**config.mk**
```make
export PLATFORM = sky130hd
export DESIGN_NAME = flex_deserializer
export DESIGN_NICKNAME = d
export VERILOG_FILES = /design/src/rtl/deser_pkg.sv /design/src/rtl/deser_out_reg.sv /design/src/rtl/flex_deserializer.sv
export SDC_FILE = /design/constraint.sdc
export NUM_CORES = 1
export LEC_CHECK = 0
export BUFFER_PORTS_ARGS = -buffer_cell sky130_fd_sc_hd__buf_4
export CAP_MARGIN = 20
export CORE_MARGIN = 2
export CORE_UTILIZATION = 44
export CTS_BUF_LIST = sky130_fd_sc_hd__clkbuf_4 sky130_fd_sc_hd__clkbuf_8
export DETAILED_ROUTE_END_ITERATION = 6
export GPL_TIMING_DRIVEN = 0
export PLACE_DENSITY = 0.69
export SLEW_MARGIN = 40
export SYNTH_ARGS = -nofsm -noshare
export SYNTH_HDL_FRONTEND = slang
export SYNTH_HIERARCHICAL = 1
export SYNTH_SLANG_ARGS = --single-unit
```
**constraint.sdc**
```tcl
create_clock -name clk_i -period 3.8 [get_ports clk_i]
set_input_delay 0.57 -clock clk_i [delete_from_list [all_inputs] [get_ports clk_i]]
set_output_delay 0.57 -clock clk_i [all_outputs]
set_load 0.1 [all_outputs]
```
**src/rtl/deser_pkg.sv**
```systemverilog
// Shared types and helpers for the flexible-width serial-to-parallel converter.
package deser_pkg;

    localparam int DESER_W_DFLT = 16;
    localparam int LEN_W        = $clog2(DESER_W_DFLT + 1);

    typedef logic [LEN_W-1:0] len_t;

    // Accumulator slot for received bit k of a word that is word_len bits long.
    function automatic int bit_pos(input int k, input int word_len, input bit msb_first);
        return msb_first ? (word_len - 1 - k) : k;
    endfunction

endpackage

```
**src/rtl/deser_out_reg.sv**
```systemverilog
// One-entry valid/ready output register; flags a completed word that arrives while full and stalled.
module deser_out_reg #(
    parameter int W  = 16,
    parameter int LW = 5
) (
    input  logic          clk_i,
    input  logic          srst_i,
    input  logic          load_i,
    input  logic [W-1:0]  data_i,
    input  logic [LW-1:0] len_i,
    input  logic          ready_i,
    output logic          val_o,
    output logic [W-1:0]  data_o,
    output logic [LW-1:0] len_o,
    output logic          overflow_o
);

    logic          val_q;
    logic [W-1:0]  data_q;
    logic [LW-1:0] len_q;
    logic          overflow_q;

    always_ff @(posedge clk_i) begin
        if (srst_i) begin
            val_q      <= 1'b0;
            data_q     <= '0;
            len_q      <= '0;
            overflow_q <= 1'b0;
        end else begin
            overflow_q <= load_i && val_q && !ready_i;
            if (load_i && (!val_q || ready_i)) begin
                val_q  <= 1'b1;
                data_q <= data_i;
                len_q  <= len_i;
            end else if (val_q && ready_i) begin
                val_q <= 1'b0;
            end
        end
    end

    assign val_o      = val_q;
    assign data_o     = data_q;
    assign len_o      = len_q;
    assign overflow_o = overflow_q;

endmodule

```
**src/rtl/flex_deserializer.sv**
```systemverilog
// Serial-to-parallel converter with per-word length, flush of partial words and a 1-entry output stage.
module flex_deserializer
    import deser_pkg::*;
#(
    parameter int DESER_W   = 16,
    parameter bit MSB_FIRST = 1'b0
) (
    input  logic                         clk_i,
    input  logic                         srst_i,
    input  logic                         data_val_i,
    input  logic                         data_i,
    input  logic [$clog2(DESER_W+1)-1:0] len_i,
    input  logic                         flush_i,
    output logic                         deser_data_val_o,
    input  logic                         deser_data_ready_i,
    output logic [DESER_W-1:0]           deser_data_o,
    output logic [$clog2(DESER_W+1)-1:0] deser_len_o,
    output logic                         overflow_o
);

    localparam int LW = $clog2(DESER_W + 1);

    logic [LW-1:0]      cnt_q, cnt_d;
    logic [LW-1:0]      word_len_q;
    logic [DESER_W-1:0] acc_q, acc_d;
    logic [LW-1:0]      len_sat, eff_len;
    logic [DESER_W-1:0] emit_data;
    logic               complete, flush_go, emit;
    int                 pos;

    always_comb begin
        len_sat = len_i;
        if (len_i == '0 || len_i > LW'(DESER_W))
            len_sat = LW'(DESER_W);
        eff_len = (cnt_q == '0) ? len_sat : word_len_q;
        pos     = bit_pos(int'(cnt_q), int'(eff_len), MSB_FIRST);

        acc_d = acc_q;
        if (data_val_i) begin
            for (int i = 0; i < DESER_W; i++)
                if (i == pos) acc_d[i] = data_i;
        end
        cnt_d = cnt_q + {{(LW-1){1'b0}}, data_val_i};

        complete = data_val_i && (cnt_d == eff_len);
        flush_go = flush_i && (cnt_d != '0);
        emit     = complete || flush_go;
        // MSB-first partial words are packed from the top of word_len; shift them down to bit 0.
        emit_data = MSB_FIRST ? (acc_d >> (eff_len - cnt_d)) : acc_d;
    end

    always_ff @(posedge clk_i) begin
        if (srst_i) begin
            cnt_q      <= '0;
            word_len_q <= '0;
            acc_q      <= '0;
        end else begin
            if (data_val_i && cnt_q == '0)
                word_len_q <= len_sat;
            if (emit) begin
                cnt_q <= '0;
                acc_q <= '0;
            end else if (data_val_i) begin
                cnt_q <= cnt_d;
                acc_q <= acc_d;
            end
        end
    end

    deser_out_reg #(
        .W  (DESER_W),
        .LW (LW)
    ) u_out_reg (
        .clk_i      (clk_i),
        .srst_i     (srst_i),
        .load_i     (emit),
        .data_i     (emit_data),
        .len_i      (cnt_d),
        .ready_i    (deser_data_ready_i),
        .val_o      (deser_data_val_o),
        .data_o     (deser_data_o),
        .len_o      (deser_len_o),
        .overflow_o (overflow_o)
    );

endmodule

```
==> flow_summary.toml <==
[floorplanning]
rows = 28
die_h_um = 82.6
start_util_pct = 45.6
die_x_um = 82.6
die-area_um2 = 6820
pin_count = 34
core_um2 = 5960

[run]
max_cap_violations = 0

[routing]
first_pass_iters = 4
postRouteAntennaNets = 0
wire_per_inst_um = 14.9
drc_errors = 0
vias = 2164
drt-total-wl_mm = 5.94
drt-initial-drc-count = 124
viasPerCell = 5.41

[timing]
fmax_mhz = 301
finClkSkew_ns = 0.00525
timing.final.crit_share_pct = 87.5
setup-tns-final_ns = 0
setup_viol = 0
final_hold_viol_count = 0
slew-limit-headroom_pct = 53.9
whs_ns = 0.480
rsz0062_at_grt = "no"
slew_viol_final = 0
fin_ws_ns = 0.476
period_needed_ns = 3.32
tightest_slew_ns = 0.682

[clock_tree]
cts_sinks = 49
clkSlewWorstSetupHoldPaths_ns = 0.09
numCtsBuffers = 5
cts_max_level = 2
cts_hold_buffers = 0
ctsResizeCount = 0
clock-root-buffer = "clkbuf_8"
worstSkewPairLatency_ns = 0.30
clockBufferDepth = 2
tritoncts = "yes"
post_cts_buffers = 0

[finish]
regArea_um2 = 981
fin_nets = 338
layout-area-overhead-vs-synth_pct = 15.9
drive_above_1_share_pct = 25.8
fillers = 584
multi_input_area_um2 = 1570
antenna_cells = 0

[power]
power_frac_clock_pct = 30.3
p_seq_share_pct = 49.3
p_per_area_nw_per_um2 = 340
p_int_uw = 754
switching_share_pct = 29.7
ir_drop_mv = 0.145
combinationalPowerShare_pct = 20.4
p_total_uw = 1070
power.switching_uw = 318
p_leak_uw = 0.00123

[outcome]
status = "finished, final reports clean"

[logic_synthesis]
avgSynthCellArea_um2 = 9.56
synth-warning-count = 6
syn_inst = 284
synth_edf_count = 0
synth.distinct_cells = 51
netlist_area_um2 = 2720
synth_top_area_cell = "dfxtp_1"
async_reset_ff_share_pct = 0
synth.area.top_cells = "dfxtp_1, nand2b_1, mux2i_1"
netlist.area_leader.share_pct = 36.1
synth-main-ff-cell = "dfxtp_1"
ys_seq_area_share_pct = 36.1
synth_nets = 298
ys_ff_latch = 49

[critical_path]
start_kind = "input pin"
end_kind = "register"
cp.required_ns = 4.03
cp_max_fo = 10
critical_path_class = "input pin to register"
worstPathArrival_ns = 3.56

[global_route]
grt_usage_pct = 18.6
grt.overflow.total = 0
antenna_found_initial = 0
grt_max_degree = 17
grt_pass1_vias = 2004
grt_pass1_wl_mm = 9.75

[placement]
dp_hpwl_mm = 4.24
place_congestion = 0.835
io_buffer_count = 33
place_ws_ns = 0.185

[min_path]
hp-class = "register to register"
[placed cells by master (no fill, tap or decap), types with 3 or more instances in the layout]
cell        n
buf_2       5
inv_1       4
clkbuf_8    5
dfxtp_1    49
nand3_1     6
nand4_1     4
mux2i_1    23
nand2b_1   43
ha_1        3
mux2_2     16
nand3b_1   17
nor2_1     11
clkbuf_1    7
a2111oi_0   4
and4bb_2    3
a21oi_1    26
nand2_1    11
buf_4      36
nor3b_1     4
and3_1      3
nor2b_1     4
xor2_1      4
[per-stage QoR]
stage | utilization [%] | cell area [um^2] | cells
after floorplan | - | 2720 | 284
after global placement | 51.3 | 3060 | 392
after detailed placement | 51.3 | 3060 | 392
after CTS | 52.9 | 3150 | 400
after global routing | 52.9 | 3150 | 400
final | 52.9 | 3150 | 400
[worst paths after layout]
kind	from	end	slack (ns)	cells after the start
min	u_out_reg/len_o[3]	u_out_reg/len_o[3]	0.48	2
max reg2reg	cnt_q[0]	u_out_reg/data_o[1]	0.53	11
min reg2reg	u_out_reg/len_o[3]	u_out_reg/len_o[3]	0.48	2
max	len_i[0]	u_out_reg/data_o[1]	0.48	12
[critical path: stages]
cell	delay, ns
buf_4	0.11
or4_1	0.52
ha_1	0.37
nand2b_1	0.20
o31ai_1	0.20
o21ai_0	0.16
nor4_4	0.39
buf_6	0.21
a21o_2	0.17
a21boi_4	0.25
buf_8	0.20
mux2i_1	0.20
[layout make-up]
class | count | share of cell area (%)
plain buffers | 21 | 4.81
repair buffers | 33 | 7.87
well taps | 75 | 2.98
inverters | 4 | 0.477
clock inverters | 1 | 0.238
flip-flops and latches | 49 | 31.2
clock buffers | 7 | 2.66
multi-input cells | 210 | 49.8
[registers in the layout, summed over array words and instances (netlist names)]
name,count
acc_q,16
cnt_q,5
u_out_reg/data_o,16
u_out_reg/len_o,5
u_out_reg/overflow_o,1
u_out_reg/val_o,1
word_len_q,5
[routing by layer]
layer / GRT usage [%] / vias to the layer above / part of all wire [%]
met2: 30.2 / 26 / 48
met5: 0 / - / 0
met1: 25.5 / 1050 / 48
li1: - / 1081 / -
met4: 5.74 / 0 / 1.4
met3: 2.93 / 7 / 2.4
[synthesized netlist by cell type, drive strengths merged (3+ instances only)]
master / n
nor3b: 4
and3: 3
nand4: 4
o21ai: 3
nand2b: 43
nand2: 11
xor2: 4
nand3: 6
nor4: 3
ha: 3
mux2: 16
clkbuf: 8
nor2b: 4
nor2: 11
nand3b: 17
a2111oi: 5
buf: 13
mux2i: 23
a21oi: 26
nor3: 3
and4bb: 3
inv: 4
dfxtp: 49
[power groups by stage]
stage | Sequential [uW] | Clock [uW] | Combinational, uW
5_1_grt | 530 | 351 | 234
3_5_place_dp | 541 | 0 | 218
4_1_cts | 529 | 330 | 219
3_3_place_gp | 540 | 0 | 216
6_report | 528 | 325 | 218
2_1_floorplan | 566 | 0 | 139
[kinds of logic (layout without fill, tap and decap cells)]
logic type	Yosys count	after routing	synth area share, %
and+or+nand+nor	119	119	28.2
DFF	49	49	36.1
AOI/OAI and AO/OA	43	43	10.8
muxes	39	39	15.1
buffers and inverters	25	66	6.13
xor gates and xnor gates	6	6	2.21
adders and majority gates	3	3	1.38
Power figures use the tool's default switching activity.
